$ cat config.mk
export PLATFORM = sky130hd
export DESIGN_NAME = instr_stream_tx
export DESIGN_NICKNAME = d
export VERILOG_FILES = /design/src/rtl/instr_stream_tx.sv
export SDC_FILE = /design/constraint.sdc
export NUM_CORES = 1
export LEC_CHECK = 0
export ABC_AREA = 1
export BUFFER_PORTS_ARGS = -buffer_cell sky130_fd_sc_hd__buf_2
export CAP_MARGIN = 20
export CELL_PAD_IN_SITES_DETAIL_PLACEMENT = 1
export CELL_PAD_IN_SITES_GLOBAL_PLACEMENT = 1
export CORE_ASPECT_RATIO = 1.25
export CORE_MARGIN = 1
export CORE_UTILIZATION = 49
export CTS_BUF_LIST = sky130_fd_sc_hd__clkbuf_4
export DETAILED_ROUTE_END_ITERATION = 16
export PLACE_DENSITY_LB_ADDON = 0.1
export SYNTH_ARGS = -nofsm -noshare
export SYNTH_HDL_FRONTEND = slang
export SYNTH_SLANG_ARGS = --single-unit
$ cat constraint.sdc
create_clock -name clk -period 6.2 [get_ports clk]
set_input_delay 0.31 -clock clk [delete_from_list [all_inputs] [get_ports clk]]
set_output_delay 0.31 -clock clk [all_outputs]
set_load 0.02 [all_outputs]
$ cat src/rtl/instr_stream_tx.sv
// instr_stream_tx
//   Host-side feeder for the 8-bit mini RISC core. 16-bit instructions are
//   queued in a small FIFO. Each one is sent to the core as two byte loads:
//   first the low byte on core_ui, whose bit 7 is the load strobe, then the
//   high byte on core_uio. The core then gets one execute cycle. After that
//   its result (core_uo) and debug bus (core_dbg) are captured for the host.
//
// Parameters
//   DEPTH       FIFO entries (power of 2, >= 2)
// Ports
//   clk, rst    clock; asynchronous active-high reset (shared with the core)
//   in_instr/in_valid/in_ready   instruction push interface
//   core_ui/core_uio             byte lanes into the core (registered)
//   core_uo/core_dbg             core result and {pc[4:0], rd[2:0]}
//   res_data/res_rd/res_pc/res_valid   captured result, res_valid is a 1-cycle pulse
//   busy, fifo_count             activity and occupancy status
//   clr_err, err_bit7, err_seq   sticky error flags and their synchronous clear
// Optional feature
//   `define SEQ_CHECK_EN enables the PC sequence check that drives err_seq.
//   Without it err_seq is tied to 0 and no expected-PC register exists.
module instr_stream_tx #(
    parameter int DEPTH = 4
) (
    input  logic                     clk,
    input  logic                     rst,
    input  logic [15:0]              in_instr,
    input  logic                     in_valid,
    output logic                     in_ready,
    output logic [7:0]               core_ui,
    output logic [7:0]               core_uio,
    input  logic [7:0]               core_uo,
    input  logic [7:0]               core_dbg,
    output logic [7:0]               res_data,
    output logic [2:0]               res_rd,
    output logic [4:0]               res_pc,
    output logic                     res_valid,
    output logic                     busy,
    output logic [$clog2(DEPTH):0]   fifo_count,
    input  logic                     clr_err,
    output logic                     err_bit7,
    output logic                     err_seq
);

    localparam int AW = $clog2(DEPTH);
    localparam logic [AW:0]   FULL    = DEPTH[AW:0];
    localparam logic [AW:0]   CNT_ONE = 1;
    localparam logic [AW-1:0] PTR_ONE = 1;

    typedef enum logic [2:0] {S_IDLE, S_LO, S_HI, S_EXEC, S_CAPT} state_t;

    // FIFO storage (not reset; only entries between the pointers are meaningful)
    logic [15:0]   mem_q [DEPTH];
    logic [AW-1:0] wr_ptr_q, rd_ptr_q;
    logic [AW:0]   count_q, count_d;

    state_t        state_q;
    logic [7:0]    hold_hi_q;      // high byte of the instruction in flight
    logic [7:0]    core_ui_q, core_uio_q;
    logic [7:0]    res_data_q;
    logic [2:0]    res_rd_q;
    logic [4:0]    res_pc_q;
    logic          res_valid_q;
    logic          err_bit7_q;

    logic [15:0]   head;
    logic          push, pop, drop;

    assign head = mem_q[rd_ptr_q];
    assign push = in_valid && in_ready;
    // Pops only happen in IDLE. A head with bit 7 clear is popped and discarded.
    assign pop  = (state_q == S_IDLE) && (count_q != '0);
    assign drop = pop && !head[7];

    always_comb begin
        count_d = count_q;
        case ({push, pop})
            2'b10:   count_d = count_q + CNT_ONE;
            2'b01:   count_d = count_q - CNT_ONE;
            default: count_d = count_q;
        endcase
    end

    always_ff @(posedge clk) begin
        if (push) begin
            mem_q[wr_ptr_q] <= in_instr;
        end
    end

    always_ff @(posedge clk or posedge rst) begin
        if (rst) begin
            wr_ptr_q <= '0;
            rd_ptr_q <= '0;
            count_q  <= '0;
        end else begin
            if (push) wr_ptr_q <= wr_ptr_q + PTR_ONE;
            if (pop)  rd_ptr_q <= rd_ptr_q + PTR_ONE;
            count_q <= count_d;
        end
    end

    // Sequencer. core_ui/core_uio are loaded on entry to each state, so the
    // registered lanes always match the current state.
    always_ff @(posedge clk or posedge rst) begin
        if (rst) begin
            state_q     <= S_IDLE;
            hold_hi_q   <= '0;
            core_ui_q   <= '0;
            core_uio_q  <= '0;
            res_data_q  <= '0;
            res_rd_q    <= '0;
            res_pc_q    <= '0;
            res_valid_q <= 1'b0;
            err_bit7_q  <= 1'b0;
        end else begin
            res_valid_q <= 1'b0;
            case (state_q)
                S_IDLE: begin
                    core_ui_q  <= 8'h00;
                    core_uio_q <= 8'h00;
                    if (pop && head[7]) begin
                        hold_hi_q <= head[15:8];
                        core_ui_q <= {1'b1, head[6:0]};
                        state_q   <= S_LO;
                    end
                end
                S_LO: begin
                    // bit 7 stays high: the second byte of the load pair
                    core_ui_q  <= 8'h80;
                    core_uio_q <= hold_hi_q;
                    state_q    <= S_HI;
                end
                S_HI: begin
                    core_ui_q  <= 8'h00;
                    core_uio_q <= 8'h00;
                    state_q    <= S_EXEC;
                end
                S_EXEC: begin
                    state_q <= S_CAPT;
                end
                S_CAPT: begin
                    res_data_q  <= core_uo;
                    res_rd_q    <= core_dbg[2:0];
                    res_pc_q    <= core_dbg[7:3];
                    res_valid_q <= 1'b1;
                    state_q     <= S_IDLE;
                end
                default: state_q <= S_IDLE;
            endcase

            // clear wins over a same-cycle set
            if (clr_err)   err_bit7_q <= 1'b0;
            else if (drop) err_bit7_q <= 1'b1;
        end
    end

`ifdef SEQ_CHECK_EN
    // The opcode is taken from instr[1:0]. Opcode 2'b11 (control flow) may
    // legitimately move the PC anywhere, so it is exempt from the check.
    logic [1:0] opcode_q;
    logic [4:0] exp_pc_q;
    logic [4:0] exp_pc_inc;
    logic       err_seq_q;
    logic       seq_mismatch;

    assign exp_pc_inc   = exp_pc_q + 5'd1;
    assign seq_mismatch = (state_q == S_CAPT) && (opcode_q != 2'b11) &&
                          (core_dbg[7:3] != exp_pc_inc);

    always_ff @(posedge clk or posedge rst) begin
        if (rst) begin
            opcode_q  <= '0;
            exp_pc_q  <= '0;
            err_seq_q <= 1'b0;
        end else begin
            if (pop && head[7]) opcode_q <= head[1:0];
            // resynchronise to the observed PC, whatever the opcode
            if (state_q == S_CAPT) exp_pc_q <= core_dbg[7:3];
            if (clr_err)           err_seq_q <= 1'b0;
            else if (seq_mismatch) err_seq_q <= 1'b1;
        end
    end
    assign err_seq = err_seq_q;
`else
    assign err_seq = 1'b0;
`endif

    assign in_ready   = (count_q != FULL);
    assign busy       = (state_q != S_IDLE) || (count_q != '0);
    assign fifo_count = count_q;
    assign core_ui    = core_ui_q;
    assign core_uio   = core_uio_q;
    assign res_data   = res_data_q;
    assign res_rd     = res_rd_q;
    assign res_pc     = res_pc_q;
    assign res_valid  = res_valid_q;
    assign err_bit7   = err_bit7_q;

endmodule

==> impl_results.rst, run 1 <==
.. list-table::
   :header-rows: 1

   * - Metric
     - Value
   * - Result of the run
     - completed
   * - Via/cell ratio
     - 4.87
   * - Post-Route Skew
     - 0.0181 ns
   * - Clock network fraction of total power
     - 0.180
   * - Pwr dens
     - 490 mW/mm^2
   * - CTS root buf
     - sky130_fd_sc_hd__clkbuf_4
   * - Endpoint type of the worst setup path
     - flop
   * - Number of clock sinks
     - 116
   * - Drt first pass iters
     - 6
   * - Worst min-delay path startpoint
     - in_instr[6]
   * - # resized after CTS
     - 0
   * - Cells taking the most area after synthesis
     - sky130_fd_sc_hd__edfxtp_1 (39%), sky130_fd_sc_hd__dfrtp_1 (26%), sky130_fd_sc_hd__nand2_1 (15%), sky130_fd_sc_hd__nor2_1 (3.1%), sky130_fd_sc_hd__inv_1 (2.9%)
   * - Port Buf Inserts
     - 74
   * - Flip-flop and latch count after synthesis
     - 116
   * - Total wirelength of the detailed-routed design
     - 11.2 mm
   * - Number of H-tree levels
     - 4
   * - Timing-limited maximum frequency
     - 430 MHz
   * - Worst reg2reg path startpoint
     - state_q[2]
   * - Net count, final
     - 630
   * - Warnings from Yosys
     - 0
   * - Cell variety after synth
     - 31
   * - Die outline area
     - 0.0104 mm^2
   * - Total count of max-transition violations in the final report
     - 0
   * - Area fraction of the dominant cell type after synthesis
     - 0.391
   * - Post-Syn Instances
     - 480
   * - DR iter-0 viols
     - 131
   * - Most common cell after layout, fill and taps aside
     - sky130_fd_sc_hd__nand2_1
   * - Post-route total power
     - 2.89 mW
   * - Req. time, crit path
     - 6.58 ns
   * - Effective utilization at floorplan
     - 0.509
   * - Power spent charging and discharging nets
     - 1.22 mW
   * - Post-CTS setup buffer count
     - 0
   * - Cell taking the most area after synthesis
     - sky130_fd_sc_hd__edfxtp_1
   * - CTS tree
     - yes
   * - GRT Util Overall
     - 0.235
   * - Number of flops mapped to enable cells by yosys
     - 64
   * - Cell area reported after detailed placement
     - 0.00532 mm^2
   * - Measured slew at the worst slew-check pin
     - 0.959 ns
   * - Leakage power
     - 2.84 nW
   * - Share of post-route cells with drive strength above 1
     - 0.215
   * - Post-Place Setup Slack
     - 3.90 ns
   * - Total grt overflow
     - 0
   * - Portion of total power attributed to sequential cells
     - 0.415
   * - Number of global-route vias before repair
     - 3777
   * - Final total negative setup slack
     - 0 ns
   * - Worst setup path class
     - reg2reg
   * - Hold Crit Class
     - in2reg
   * - Post-route setup slack
     - 3.88 ns
   * - Sequential element share of the synthesized area
     - 0.656
   * - Layout filler cell count
     - 1097
   * - Total of endpoints with negative setup slack in the final report
     - 0
   * - Timing startpoint of the critical path
     - state_q[2]
   * - Sum of met2 wire segment lengths after detailed routing
     - 6.10 mm
   * - Post-Route Utilization
     - 0.610
   * - Area added between synthesis and finish
     - 19.9%
   * - Post-synthesis async set-or-reset flop share
     - 0.448
   * - Maximum vdd ir drop
     - 0.199 mV
   * - Via Count
     - 3539
   * - Cell area after layout
     - 0.00589 mm^2
   * - Top layer used by detailed routing
     - met4
   * - Instance count after placement with tap cells included
     - 665
   * - Power Internal
     - 1.67 mW
   * - Chip height
     - 114 um
   * - Number of rows in the core area
     - 40
   * - Final routed wire length divided by cell count
     - 15.4 um
   * - Met3 Wirelength
     - 412 um
   * - Global-route wire length before repair
     - 18.3 mm
   * - Clock buffer depth
     - 2
   * - Core Box Area
     - 0.00966 mm^2
   * - Predominant post-synthesis flop cell
     - sky130_fd_sc_hd__edfxtp_1
   * - Max-cap violation count
     - 0
   * - Post-detailed-route count of antenna-violating nets
     - 0
   * - Combinational share of power
     - 0.405
   * - Initial antenna violation count
     - 0
   * - Cell area after synthesis
     - 0.00491 mm^2
   * - Most frequent cells in the layout
     - sky130_fd_sc_hd__nand2_1 (191), sky130_fd_sc_hd__buf_2 (74), sky130_fd_sc_hd__edfxtp_1 (64), sky130_fd_sc_hd__dfrtp_1 (52), sky130_fd_sc_hd__nor2_1 (40)
   * - Number of hold buffers added after CTS
     - 27
   * - Horizontal extent of the die
     - 91.6 um
   * - Arr. time, crit path
     - 2.71 ns
   * - Post-synthesis area per instance
     - 10.2 um^2
   * - WL met1
     - 4.51 mm
   * - Switching part of the total
     - 0.421
   * - Type of element launching the critical path
     - flop
   * - Clk pin slew, worst setup/hold paths
     - 0.10 ns
   * - Placed wire-length estimate
     - 7.24 mm
   * - Pin count of the biggest net entering global routing
     - 61
   * - Min cycle time layout
     - 2.32 ns
   * - Clock latency at the later pin of the worst-skew pair
     - 0.50 ns
   * - Total clock buffers created by CTS
     - 17
   * - Ratio of final minimum period to clock period
     - 0.375
   * - Synthesized net count
     - 522
   * - Count of boundary I/O pins
     - 76
   * - Hold Slack
     - 0.0457 ns
   * - RSZ-0062 raised after global routing
     - no
   * - Final number of hold-violating endpoints
     - 0
   * - Remaining max-slew budget at the tightest pin
     - 0.360
   * - Final routed DRC violation total
     - 0
   * - Post-route non-filler standard cell count
     - 727
   * - Peak fanout along the critical path
     - 21
   * - Antenna diode count
     - 0
   * - Final Wtd Congestion
     - 0.776
==> worst max-delay path, cell delays in order (launching register included) <==
cell	delay [ns]
sky130_fd_sc_hd__dfrtp_1	0.45
sky130_fd_sc_hd__nor2_4	0.17
sky130_fd_sc_hd__nand2_4	0.08
sky130_fd_sc_hd__nor2_8	0.32
sky130_fd_sc_hd__ha_1	0.21
sky130_fd_sc_hd__inv_1	0.07
sky130_fd_sc_hd__fa_1	0.40
sky130_fd_sc_hd__a21oi_1	0.20
sky130_fd_sc_hd__o21ai_0	0.15
sky130_fd_sc_hd__xnor2_1	0.15
==> cells in the mapped netlist (2+ instances only) <==
library cell and instances:
sky130_fd_sc_hd__a21oi_1 3, sky130_fd_sc_hd__buf_2 6, sky130_fd_sc_hd__buf_4 7, sky130_fd_sc_hd__buf_6 5, sky130_fd_sc_hd__dfrtp_1 52, sky130_fd_sc_hd__edfxtp_1 64, sky130_fd_sc_hd__ha_1 5, sky130_fd_sc_hd__inv_1 38
sky130_fd_sc_hd__inv_2 4, sky130_fd_sc_hd__nand2_1 191, sky130_fd_sc_hd__nand2_2 2, sky130_fd_sc_hd__nand2_4 3, sky130_fd_sc_hd__nand3_1 23, sky130_fd_sc_hd__nand3_2 2, sky130_fd_sc_hd__nor2_1 41, sky130_fd_sc_hd__o21ai_0 14
sky130_fd_sc_hd__o21ai_1 5, sky130_fd_sc_hd__xnor2_1 2
==> sequential cells by signal, indices dropped and copies added, names as in the netlist <==
name        flops
state_q         3
fifo_count      3
res_pc          5
res_rd          3
res_data        8
core_uio        8
res_valid       1
mem_q          64
core_ui         8
hold_hi_q       8
err_bit7        1
rd_ptr_q        2
wr_ptr_q        2
==> layer usage <==
layer  track usage  vias to the layer above
li1              -                     1733
met1         0.255                     1713
met2         0.443                       74
met3        0.0573                       19
met4        0.0815                        0
met5             0                        -
==> power by group through the flow <==
stage	clock network (mW)	logic (mW)	registers (mW)
final	0.519	1.17	1.20
after global routing	0.562	1.31	1.23
after global placement	0	1.10	1.20
after floorplan	0	0.770	1.31
after CTS	0.536	1.19	1.20
after detailed placement	0	1.16	1.22
==> path summary, 6_finish.rpt <==
path	to	slack, ns	cells past startpoint
min	mem_q[1][6]	0.05	1
max reg2reg	fifo_count[2]	3.88	9
min in group asynchronous	core_uio[0]	0.29	3
min reg2reg	core_uio[7]	0.49	2
max in group asynchronous	core_ui[5]	5.40	4
max	fifo_count[2]	3.88	9
==> area by class of cell <==
class,instances,area [um^2],share of cell area
multi-input cells,301,1370,0.233
well taps,126,158,0.0268
clock inverters,12,113,0.0191
clock buffers,20,150,0.0255
flip-flops and latches,116,3220,0.547
inverters,44,168,0.0285
repair buffers,108,711,0.121
==> cell families (layout without fill, tap and decap cells) <==
kind of cell / count (synthesis) / in the layout / share of synthesized area
DFF: 116 / 116 / 0.656
xor gates and xnor gates: 4 / 4 / 0.00866
buffers and inverters: 63 / 184 / 0.0654
other: 1 / 1 / 0.000763
AOI/OAI and AO/OA: 24 / 24 / 0.0275
adders and majority gates: 6 / 6 / 0.0168
and+or+nand+nor: 266 / 266 / 0.225
Power figures use the tool's default switching activity.
==> run 2: changes to the inputs <==
Settings changed: CORE_UTILIZATION 49 to 41.
Clock period 6.2 ns to 2 ns, I/O delays scaled along.
==> impl_results.rst, run 2 (synthesized netlist as in run 1, its figures left out) <==
.. list-table::
   :header-rows: 1

   * - Metric
     - Value
   * - Worst setup path class
     - reg2reg (unchanged)
   * - Horizontal extent of the die
     - 99.9 um (was 91.6 um)
   * - Post-detailed-route count of antenna-violating nets
     - 0 (unchanged)
   * - Core Box Area
     - 0.0117 mm^2 (was 0.00966 mm^2)
   * - Number of H-tree levels
     - 4 (unchanged)
   * - Share of post-route cells with drive strength above 1
     - 0.235 (was 0.215)
   * - Total of endpoints with negative setup slack in the final report
     - 0 (unchanged)
   * - Final routed wire length divided by cell count
     - 14.0 um (was 15.4 um)
   * - Post-Route Utilization
     - 0.522 (was 0.610)
   * - Arr. time, crit path
     - 2.34 ns (was 2.71 ns)
   * - R2R Setup Slk
     - 0.09 ns (was 3.88 ns)
   * - Post-route total power
     - 9.11 mW (was 2.89 mW)
   * - Hold Crit Class
     - in2async (was in2reg)
   * - Clock latency at the later pin of the worst-skew pair
     - 0.50 ns (about the same)
   * - GRT Util Overall
     - 0.193 (was 0.235)
   * - Post-Place Setup Slack
     - 0.0401 ns (was 3.90 ns)
   * - Endpoint type of the worst setup path
     - flop (unchanged)
   * - Effective utilization at floorplan
     - 0.421 (was 0.509)
   * - Post-Route Skew
     - 0.0166 ns (was 0.0181 ns)
   * - Initial antenna violation count
     - 0 (unchanged)
   * - Depth of the most critical reg-to-reg path
     - 7 (was 9)
   * - Leakage power
     - 2.92 nW (was 2.84 nW)
   * - Pwr dens
     - 1490 mW/mm^2 (was 490 mW/mm^2)
   * - CTS root buf
     - sky130_fd_sc_hd__clkbuf_4 (unchanged)
   * - Clock buffer depth
     - 2 (unchanged)
   * - Req. time, crit path
     - 2.43 ns (was 6.58 ns)
   * - Timing-limited maximum frequency
     - 523 MHz (was 430 MHz)
   * - Global-route wire length before repair
     - 18.3 mm (about the same)
   * - CTS tree
     - yes (unchanged)
   * - Layout filler cell count
     - 1342 (was 1097)
   * - Post-route setup slack
     - 0.0873 ns (was 3.88 ns)
   * - Result of the run
     - completed (unchanged)
   * - Cell area after layout
     - 0.00610 mm^2 (was 0.00589 mm^2)
   * - Via Count
     - 3524 (was 3539)
   * - Cell area reported after detailed placement
     - 0.00545 mm^2 (was 0.00532 mm^2)
   * - Total count of max-transition violations in the final report
     - 0 (unchanged)
   * - Placed wire-length estimate
     - 6.82 mm (was 7.24 mm)
   * - Pin count of the biggest net entering global routing
     - 39 (was 61)
   * - Max-cap violation count
     - 0 (unchanged)
   * - Maximum vdd ir drop
     - 0.540 mV (was 0.199 mV)
   * - DR iter-0 viols
     - 124 (was 131)
   * - RSZ-0062 raised after global routing
     - yes (was no)
   * - Most common cell after layout, fill and taps aside
     - sky130_fd_sc_hd__nand2_1 (unchanged)
   * - Final number of hold-violating endpoints
     - 0 (unchanged)
   * - Ratio of final minimum period to clock period
     - 0.956 (was 0.375)
   * - Endpoint of the worst register-to-register path
     - fifo_count[1] (was fifo_count[2])
   * - Area added between synthesis and finish
     - 24.1% (was 19.9%)
   * - Largest Register
     - mem_q (unchanged)
   * - Number of clock sinks
     - 116 (unchanged)
   * - Measured slew at the worst slew-check pin
     - 0.553 ns (was 0.959 ns)
   * - Final Wtd Congestion
     - 0.711 (was 0.776)
   * - Chip height
     - 124 um (was 114 um)
   * - Number of flip-flops under the largest register name
     - 64 (unchanged)
   * - Number of global-route vias before repair
     - 3750 (was 3777)
   * - Number of rows in the core area
     - 44 (was 40)
   * - Net count, final
     - 647 (was 630)
   * - Drt first pass iters
     - 4 (was 6)
   * - Most frequent cells in the layout
     - sky130_fd_sc_hd__nand2_1 (191), sky130_fd_sc_hd__buf_2 (74), sky130_fd_sc_hd__edfxtp_1 (64), sky130_fd_sc_hd__dfrtp_1 (49), sky130_fd_sc_hd__nor2_1 (41) (was sky130_fd_sc_hd__nand2_1 (191), sky130_fd_sc_hd__buf_2 (74), sky130_fd_sc_hd__edfxtp_1 (64), sky130_fd_sc_hd__dfrtp_1 (52), sky130_fd_sc_hd__nor2_1 (40))
   * - Min cycle time layout
     - 1.91 ns (was 2.32 ns)
   * - Worst reg2reg path startpoint
     - fifo_count[0] (was state_q[2])
   * - Peak fanout along the critical path
     - 3 (was 21)
   * - Via/cell ratio
     - 4.52 (was 4.87)
   * - Port Buf Inserts
     - 74 (unchanged)
   * - Remaining max-slew budget at the tightest pin
     - 0.630 (was 0.360)
   * - Type of element launching the critical path
     - flop (unchanged)
   * - Total clock buffers created by CTS
     - 17 (unchanged)
   * - Total wirelength of the detailed-routed design
     - 10.9 mm (was 11.2 mm)
   * - Total grt overflow
     - 0 (unchanged)
   * - Clk pin slew, worst setup/hold paths
     - 0.10 ns (about the same)
   * - Final routed DRC violation total
     - 0 (unchanged)
   * - Count of boundary I/O pins
     - 76 (unchanged)
   * - Antenna diode count
     - 0 (unchanged)
   * - Die outline area
     - 0.0124 mm^2 (was 0.0104 mm^2)
==> run 2: layer usage <==
layer | up-vias | wire length (um) | GRT usage
met3 | 11 | 450 | 0.0556
met5 | - | 0 | 0
met2 | 80 | 5610 | 0.332
met4 | 0 | 126 | 0.0597
li1 | 1765 | - | -
met1 | 1668 | 4700 | 0.230
==> run 2: repair_timing <==
| item | CTS | global route |
|---|---|---|
| buffers inserted | 0 | 4 |
| hold endpoints to repair | 135 | 0 |
| gates resized for setup | 0 | 6 |
| setup endpoints to repair | 0 | 1 |
| hold buffers | 35 | 0 |
==> run 2: metrics by stage <==
step	TNS [ns]	std cells	hold WS, ns
after detailed placement	0	708	0.0953
after global routing	-0.0520	779	0.100
after global placement	0	708	0.0788
after CTS	0	775	0.0596
final	0	779	0.128
after floorplan	0	480	0.156
==> run 2: power by group <==
part | internal [mW] | total, mW | leakage (nW) | switching, mW
clock network | 0.806 | 1.62 | 0.157 | 0.813
logic | 1.28 | 3.84 | 1.52 | 2.55
registers | 3.30 | 3.66 | 1.24 | 0.360
total | 5.39 | 9.11 | 2.92 | 3.72
==> run 2: how the worst max path moves through the flow <==
| stage | end | cells past startpoint | from | slack [ns] |
|---|---|---|---|---|
| floorplan | mem_q[0][0] | 4 | fifo_count[1] | 0.004 |
| global placement | fifo_count[2] | 9 | state_q[2] | 0.14 |
| detailed placement | fifo_count[2] | 9 | fifo_count[1] | 0.04 |
| CTS | fifo_count[2] | 9 | fifo_count[1] | 0.02 |
| global route | fifo_count[2] | 9 | fifo_count[0] | -0.04 |
| finish | fifo_count[1] | 7 | fifo_count[0] | 0.09 |
==> run 2: layout make-up <==
| type | count | area [um^2] | share of cell area |
|---|---|---|---|
| inverter | 44 | 168 | 0.0275 |
| tap | 161 | 201 | 0.0330 |
| clock buffer | 23 | 173 | 0.0283 |
| multi-input combinational | 301 | 1390 | 0.227 |
| timing repair buffer | 125 | 853 | 0.140 |
| clock inverter | 9 | 90.1 | 0.0148 |
| sequential | 116 | 3230 | 0.529 |
==> run 2: critical path, stage by stage, from the launching register on <==
cell	delay [ns]
sky130_fd_sc_hd__dfrtp_2	0.42
sky130_fd_sc_hd__buf_4	0.16
sky130_fd_sc_hd__nor3_4	0.29
sky130_fd_sc_hd__nor2_8	0.05
sky130_fd_sc_hd__ha_1	0.19
sky130_fd_sc_hd__inv_1	0.12
sky130_fd_sc_hd__fa_2	0.45
sky130_fd_sc_hd__o21ai_1	0.15
